$ cat src/rtl/ram_port_arbiter.sv
// Clears the external single-port RAM after reset, then shares its one port
// between two requesters with a round-robin req/grant handshake.
module ram_port_arbiter #(
    parameter int              AW         = 3,
    parameter int              DW         = 4,
    parameter bit              INIT_CLEAR = 1'b1,
    parameter logic [DW-1:0]   INIT_VALUE = '0
) (
    input  logic          i_clk,
    input  logic          i_rst_n,
    input  logic          i_req0,
    input  logic          i_req1,
    input  logic          i_wr0,
    input  logic          i_wr1,
    input  logic [AW-1:0] i_addr0,
    input  logic [AW-1:0] i_addr1,
    input  logic [DW-1:0] i_wdata0,
    input  logic [DW-1:0] i_wdata1,
    output logic          o_gnt0,
    output logic          o_gnt1,
    output logic          o_rvalid0,
    output logic          o_rvalid1,
    output logic [DW-1:0] o_rdata,
    output logic          o_ready,
    output logic [AW-1:0] o_ram_addr,
    output logic [DW-1:0] o_ram_din,
    output logic          o_ram_we,
    input  logic [DW-1:0] i_ram_dout
);

    localparam int            DEPTH    = 2 ** AW;
    localparam logic [AW-1:0] CNT_LAST = AW'(DEPTH - 1);

    typedef enum logic [1:0] {
        ST_START = 2'd0,
        ST_CLEAR = 2'd1,
        ST_SERVE = 2'd2
    } state_t;

    state_t        r_state;
    logic [AW-1:0] r_cnt;
    logic          r_prio;
    logic          r_ready;
    logic [1:0]    r_rvalid;

    logic          w_serve;
    logic [1:0]    w_req;
    logic [1:0]    w_wr;
    logic [1:0]    w_gnt;
    logic [AW-1:0] w_addr  [2];
    logic [DW-1:0] w_wdata [2];

    assign w_req      = {i_req1, i_req0};
    assign w_wr       = {i_wr1, i_wr0};
    assign w_addr[0]  = i_addr0;
    assign w_addr[1]  = i_addr1;
    assign w_wdata[0] = i_wdata0;
    assign w_wdata[1] = i_wdata1;

    // Grants open only once READY is visible, so requesters never see a
    // grant before the cycle in which READY first reads 1.
    assign w_serve = (r_state == ST_SERVE) && r_ready;

    genvar gi;
    generate
        for (gi = 0; gi < 2; gi++) begin : g_port
            assign w_gnt[gi] = w_serve & w_req[gi]
                             & (~w_req[1-gi] | (r_prio == 1'(gi)));
        end
    endgenerate

    always_comb begin
        o_ram_addr = '0;
        o_ram_din  = '0;
        o_ram_we   = 1'b0;
        if (r_state == ST_CLEAR) begin
            o_ram_addr = r_cnt;
            o_ram_din  = INIT_VALUE;
            o_ram_we   = 1'b1;
        end else if (w_gnt[0]) begin
            o_ram_addr = w_addr[0];
            o_ram_din  = w_wdata[0];
            o_ram_we   = w_wr[0];
        end else if (w_gnt[1]) begin
            o_ram_addr = w_addr[1];
            o_ram_din  = w_wdata[1];
            o_ram_we   = w_wr[1];
        end
    end

    always_ff @(posedge i_clk or negedge i_rst_n) begin
        if (!i_rst_n) begin
            r_state  <= ST_START;
            r_cnt    <= '0;
            r_prio   <= 1'b0;
            r_ready  <= 1'b0;
            r_rvalid <= 2'b00;
        end else begin
            r_ready  <= (r_state == ST_SERVE);
            r_rvalid <= w_gnt & ~w_wr;
            case (r_state)
                ST_START: r_state <= INIT_CLEAR ? ST_CLEAR : ST_SERVE;
                ST_CLEAR: begin
                    r_cnt <= r_cnt + 1'b1;
                    if (r_cnt == CNT_LAST) begin
                        r_state <= ST_SERVE;
                    end
                end
                ST_SERVE: begin
                    if (w_gnt[0]) begin
                        r_prio <= 1'b1;
                    end else if (w_gnt[1]) begin
                        r_prio <= 1'b0;
                    end
                end
                default: r_state <= ST_START;
            endcase
        end
    end

    assign o_gnt0    = w_gnt[0];
    assign o_gnt1    = w_gnt[1];
    assign o_rvalid0 = r_rvalid[0];
    assign o_rvalid1 = r_rvalid[1];
    assign o_ready   = r_ready;
    assign o_rdata   = i_ram_dout;

endmodule

$ cat config.mk
export PLATFORM = sky130hd
export DESIGN_NAME = ram_port_arbiter
export DESIGN_NICKNAME = d
export VERILOG_FILES = /design/src/rtl/ram_port_arbiter.sv
export SDC_FILE = /design/constraint.sdc
export NUM_CORES = 1
export LEC_CHECK = 0
export ABC_AREA = 0
export BUFFER_PORTS_ARGS = -buffer_cell sky130_fd_sc_hd__buf_2
export CORE_MARGIN = 2
export CORE_UTILIZATION = 37
export DETAILED_ROUTE_END_ITERATION = 8
export PLACE_DENSITY_LB_ADDON = 0.15
export SYNTH_ARGS = -nofsm -noshare
export SYNTH_HDL_FRONTEND = slang
export SYNTH_SLANG_ARGS = --single-unit
$ cat constraint.sdc
create_clock -name i_clk -period 1.6 [get_ports i_clk]
set_clock_uncertainty 0.15 [all_clocks]
set_input_delay 0 -clock i_clk [delete_from_list [all_inputs] [get_ports i_clk]]
set_output_delay 0 -clock i_clk [all_outputs]
set_load 0.01 [all_outputs]
==> flow_summary.toml, run 1 <==
[outcome]
status = "finished, violations left"
violations = "negative setup slack"

[hold_path]
hp-start = "i_req0"
whs_endpoint = "r_prio"
holdCritPathClass = "in -> reg"
min_path_cells = 3

[logic_synthesis]
synthSimpleGateAreaFrac = 0.167
ys_seq_area_frac = 0.431
synthAdderAreaFrac = 0.0478
synth.mux.area_fraction = 0.0431
synth.cell_area_sq_um = 523
synth_compound_area_frac = 0.191
yosys_warnings = 0
synth_cell_types = 23
synthCells = 48
synth_top_family_by_area = "compound AO/OA/AOI/OAI gates"
synthesis.nets = 74
avgSynthCellArea_sq_um = 10.9
synth_seq_cells = 9
synth_xor_area_frac = 0.0167

[routing]
vias_per_cell = 4.92
final_antenna_net_count = 0
drt_first_iter_violations = 4
first_pass_iters = 2
wl_per_cell_um = 11.3
totalWireLength_mm = 1.20
drc = 0
vias = 522

[cts]
cts_tree = "yes"
clk_latency_ns = 0.26
htreeDepth = 1
numCtsBuffers = 3
clockRootBuffer = "clkbuf_4"
clock_path_buffers = 2
clk_pin_slew_ns = 0.06
clock_sinks = 9

[cells_and_area]
area_growth_pct = 57.7
mostFrequentLayoutCells = "32 x buf_2, 9 x dfrtp_1, 8 x dlygate4sd3_1"
finalNonFillerCells = 106
stdcell_area_sq_um = 825
insertedDiodeCount = 0
layout.nets = 118
layout_commonest_cell = "buf_2"
fillers = 127
drive_gt1_frac = 0.549

[setup_path]
crit_chain = "nand2b_1 > and3_4 > a221o_1 > buf_2"
crit_path_top_delay_cell = "dfrtp_1"
cp.required_ns = 1.45
path_class = "reg -> out"
endpoint_kind = "output pin"
path_max_fanout = 9
r2r_slack_ns = 0.17
rr_endpoint = "r_cnt[2]"
r2r_cells = 4
timing.rr.start = "r_state[1]"
slowest_delay_ns = 0.40
setup.worst_path.start_class = "flop"
arrival_ns = 1.50

[place]
dp_hpwl_um = 944
placed_cells = 90
io_buffers = 32
placed_area_sq_um = 667
gp_congestion = 0.756

[floorplanning]
die_w_um = 41.6
coreArea_sq_mm = 0.00132
die_y_um = 41.6
num_rows = 13
io_pins = 41
die_area_sq_mm = 0.00173
start_util = 0.397

[sta]
hold_viol = 0
max_slew_margin = 0.742
setup_viol = 3
grt_setup_unrepaired = "true"
worst_slew_pin_slew_ns = 0.386
drv_slew = 0
setup_slack_ns = -0.0495
final.min_clock_period_ns = 1.65
fmax_mhz = 606
fin_crit_sh = 1.03

[global_routing]
track_usage = 0.148
overflow = 0
grt_pass1_vias = 509
grt_pass1_wl_mm = 1.96
grt_max_degree = 10
grt_antenna_before_repair = 0

[pwr]
leakagePower_nw = 0.439
power_w = 0.000556
powerDensity_mw_per_mm2 = 674
ir_worst_vdd_uv = 491

[run]
maxCapViolCount = 0
[cell type report]
cell class	instances	area (sq um)	share of cell area
Timing Repair Buffer	45	278	0.337
Multi-Input combinational cell	32	273	0.331
Sequential cell	9	225	0.273
Clock buffer	4	26.3	0.0319
Tap cell	15	18.8	0.0228
Inverter	1	3.75	0.00455
[Yosys cell counts]
library cell | n | area [sq um]
buf_6 | 1 | 11.3
nand2_1 | 2 | 7.51
clkbuf_1 | 1 | 3.75
a41oi_1 | 1 | 8.76
a21oi_1 | 2 | 10.0
dfrtp_1 | 9 | 225
and3b_1 | 1 | 8.76
nand2b_1 | 1 | 6.26
buf_4 | 4 | 30.0
a22o_2 | 1 | 10.0
nand4_1 | 1 | 6.26
a221o_1 | 3 | 30.0
xor2_1 | 1 | 8.76
ha_1 | 2 | 25.0
mux2_2 | 2 | 22.5
and2_1 | 2 | 12.5
nor2b_1 | 4 | 25.0
a22o_1 | 3 | 26.3
o21bai_1 | 2 | 15.0
inv_1 | 1 | 3.75
buf_2 | 1 | 5.00
and3_1 | 2 | 12.5
and2b_2 | 1 | 8.76
[timing repair]
item | 4_1_cts | 5_1_grt
pin swaps | 5 | 0
endpoints found under the hold margin | 15 | 0
hold buffers | 8 | 0
setup buffers | 3 | 0
endpoints found under the setup margin | 9 | 8
gates cloned | 1 | 0
resized for setup | 5 | 2
[power by group]
part	internal (W)	leakage (nW)	total, W	switching (W)
clock	0.0000958	0.0150	0.000171	0.0000753
combinational	0.0000810	0.313	0.000146	0.0000655
sequential	0.000234	0.111	0.000238	0.00000362
[stage by stage]
| step | util | setup TNS (ns) | setup WS (ns) | hold slack (ns) |
|---|---|---|---|---|
| 6_report | 0.626 | -0.119 | -0.0495 | 0.0759 |
| 5_1_grt | 0.626 | -0.669 | -0.119 | 0.0925 |
| 4_1_cts | 0.618 | -0.208 | -0.0624 | 0.0754 |
| 3_5_place_dp | 0.506 | 0 | 0.0303 | -0.293 |
| 3_3_place_gp | 0.506 | 0 | 0.0779 | -0.290 |
| 2_1_floorplan | - | 0 | 0.170 | -0.446 |
[sequential cells by signal, summed over array words and instances (netlist names)]
name      cells
o_ready       1
r_cnt         3
r_prio        1
r_rvalid      2
r_state       2
[worst max-delay path, delay by kind of cell, from the launching register on]
kind / cells / cell delay, ns
DFF: 1 / 0.40
and+or+nand+nor: 2 / 0.41
buffers and inverters: 1 / 0.14
AOI/OAI and AO/OA: 1 / 0.30
[metal layers]
metal | GRT usage | wire [um] | vias to the layer above
li1 | - | - | 260
met1 | 0.142 | 435 | 236
met2 | 0.288 | 645 | 26
met3 | 0.0696 | 122 | 0
met4 | 0.0194 | 0 | 0
met5 | 0 | 0 | -
[kinds of logic (layout without fill, tap and decap cells)]
family	count (synthesis)	after routing
mux	2	2
buf+inv	8	50
flops	9	9
compound gates	12	12
xor+xnor	1	1
simple gates	14	15
fa+ha+maj	2	2
[worst max-delay path by stage]
stage	startpoint	end	slack, ns	cells after the start
floorplan	o_ready	o_ram_addr[1]	0.17	4
global placement	r_state[1]	o_ram_we	0.08	4
detailed placement	r_state[1]	o_ram_we	0.03	4
CTS	r_state[0]	o_ram_we	-0.06	4
global route	r_state[0]	o_ram_addr[2]	-0.12	4
finish	r_prio	o_ram_we	-0.05	4
Power figures use the tool's default switching activity.
==> run 2: changes to the inputs <==
--- a/config.mk
+++ b/config.mk
@@ -10,7 +10,7 @@
 export CORE_MARGIN = 2
 export CORE_UTILIZATION = 37
 export DETAILED_ROUTE_END_ITERATION = 8
-export PLACE_DENSITY_LB_ADDON = 0.15
+export PLACE_DENSITY = 0.76
 export SYNTH_ARGS = -nofsm -noshare
 export SYNTH_HDL_FRONTEND = slang
 export SYNTH_SLANG_ARGS = --single-unit
==> run 2 against run 1 <==
  * The run still ends with negative setup slack left
  * Design area shrank 1.5%
  * First-iteration DRC count grew to 2.5 times the previous value
  * Setup slack lost 0.051 ns
  * Global-route usage grew 2.5 points
  * Sequential cell count is the same
  * Power grew 0.60%
  * Worst hold slack lost 0.025 ns
  * Sequential share of layout area grew 0.42 points
  * Non-clock buffer count shrank 2
  * Critical path depth is the same
  * Fmax shrank 3.0%
==> flow_summary.toml, run 2 (synthesized netlist as in run 1, its figures left out) <==
[pwr]
ir_worst_vdd_uv = 579
p_seq_frac = 0.425
p_clk_frac = 0.308
p_sw_w = 0.000146
powerDensity_mw_per_mm2 = 688
pwr-share-comb = 0.267
p_int_w = 0.000413
leakagePower_nw = 0.431
switching_share = 0.262

[sta]
worst_slew_pin_slew_ns = 0.408
fmax_mhz = 588
setup_viol = 7
drv_slew = 0
fin_crit_sh = 1.06
setup_slack_ns = -0.100
hold_viol = 0
grt_setup_unrepaired = "true"
max_slew_margin = 0.727
final.min_clock_period_ns = 1.70

[global_routing]
grt_antenna_before_repair = 0
grt_pass1_wl_mm = 2.23
grt_pass1_vias = 530
track_usage = 0.173
overflow = 0
grt_max_degree = 11

[cells_and_area]
layout.nets = 116
largestRegisters = "r_cnt x3, r_rvalid x2, r_state x2"
regMostFlops = "r_cnt"
largest_register_ff_count = 3
insertedDiodeCount = 0
area_growth_pct = 55.3
drive_gt1_frac = 0.528
mostFrequentLayoutCells = "31 x buf_2, 9 x dfrtp_1, 8 x dlygate4sd3_1"
layout_commonest_cell = "buf_2"
finalNonFillerCells = 104

[floorplanning]
die_area_sq_mm = 0.00173
num_rows = 13
io_pins = 41
coreArea_sq_mm = 0.00132
die_y_um = 41.6
start_util = 0.397
die_w_um = 41.6

[setup_path]
cp.required_ns = 1.45
endpoint_kind = "output pin"
path_max_fanout = 10
crit_chain = "and3b_2 > and3_4 > a221o_1 > buf_2"
path_delay_family = "simple AND/OR/NAND/NOR gates"
path_class = "reg -> out"
arrival_ns = 1.55
worst-path-buf-inv = 1
slowest_delay_ns = 0.40
crit_path_top_delay_cell = "dfrtp_1"
setup.worst_path.start_class = "flop"

[cts]
clk_latency_ns = 0.26
numCtsBuffers = 3
htreeDepth = 1
clk_pin_slew_ns = 0.06
cts_tree = "yes"
clock_path_buffers = 2
clock_sinks = 9
clockRootBuffer = "clkbuf_4"

[routing]
final_antenna_net_count = 0
wl_per_cell_um = 12.6
drc = 0
vias = 535
totalWireLength_mm = 1.31
first_pass_iters = 4
vias_per_cell = 5.14
drt_first_iter_violations = 10

[outcome]
status = "finished, violations left"
violations = "negative setup slack"

[place]
place_ws_ns = 0.0462
io_buffers = 32
gp_congestion = 0.702
dp_hpwl_um = 934
placed_cells = 89

[hold_path]
holdCritPathClass = "in -> reg"

[run]
maxCapViolCount = 0
[run 2: changes by cell type in the layout (fill, tap and decap cells not counted), sizes merged]
cell	before	now
buf	37	35
[run 2: area by class of cell]
type | instances | area, sq um
fillers | 116 | 505
flip-flops and latches | 9 | 225
repair buffers | 43 | 269
inverters | 1 | 3.75
well taps | 15 | 18.8
clock buffers | 4 | 26.3
multi-input cells | 32 | 269
[run 2: power groups by stage]
stage	Combinational (W)	Clock, W	Sequential, W
finish	0.000149	0.000172	0.000238
global route	0.000162	0.000195	0.000239
CTS	0.000148	0.000176	0.000238
detailed placement	0.000118	0	0.000242
global placement	0.000115	0	0.000241
floorplan	0.0000730	0	0.000243
[run 2: repair_timing]
item | in CTS | in global routing
hold buffers | 8 | 0
cloned | 1 | 0
pin swaps | 5 | 0
gates resized for setup | 6 | 2
setup endpoints to repair | 10 | 8
buffers inserted | 2 | 0
hold endpoints to repair | 15 | 0
[run 2: worst paths after layout]
kind | cells after the start | from | end | slack, ns
worst max-delay path | 4 | r_state[1] | o_ram_addr[1] | -0.10
worst min-delay path | 3 | i_req1 | r_prio | 0.05
worst max register to register | 3 | r_cnt[0] | r_cnt[2] | 0.20
worst min register to register | 1 | r_state[0] | r_state[0] | 0.35
max in group asynchronous | 3 | i_rst_n | r_state[1] | 0.44
min in group asynchronous | 3 | i_rst_n | r_state[0] | 0.58
[run 2: per-layer routing]
metal,vias to the layer above,routed length (um),global-route usage
met1,252,454,0.170
met4,0,17,0.0645
li1,255,-,-
met3,4,96,0.0652
met5,-,0,0
met2,24,742,0.322
[run 2: per-stage QoR]
| stage | instance area [sq um] | TNS, ns | util | hold WS [ns] | total power (W) |
|---|---|---|---|---|---|
| 2_1_floorplan | 523 | 0 | - | -0.446 | 0.000316 |
| 3_3_place_gp | 659 | 0 | 0.500 | -0.293 | 0.000357 |
| 3_5_place_dp | 659 | 0 | 0.500 | -0.287 | 0.000360 |
| 4_1_cts | 806 | -0.426 | 0.612 | 0.0508 | 0.000562 |
| 5_1_grt | 812 | -0.904 | 0.616 | 0.0430 | 0.000596 |
| 6_report | 812 | -0.387 | 0.616 | 0.0509 | 0.000559 |
[run 2: tightest hold or removal path, cell delays in order]
cell      delay [ns]
buf_2           0.10
and3_4          0.25
o21bai_1        0.07
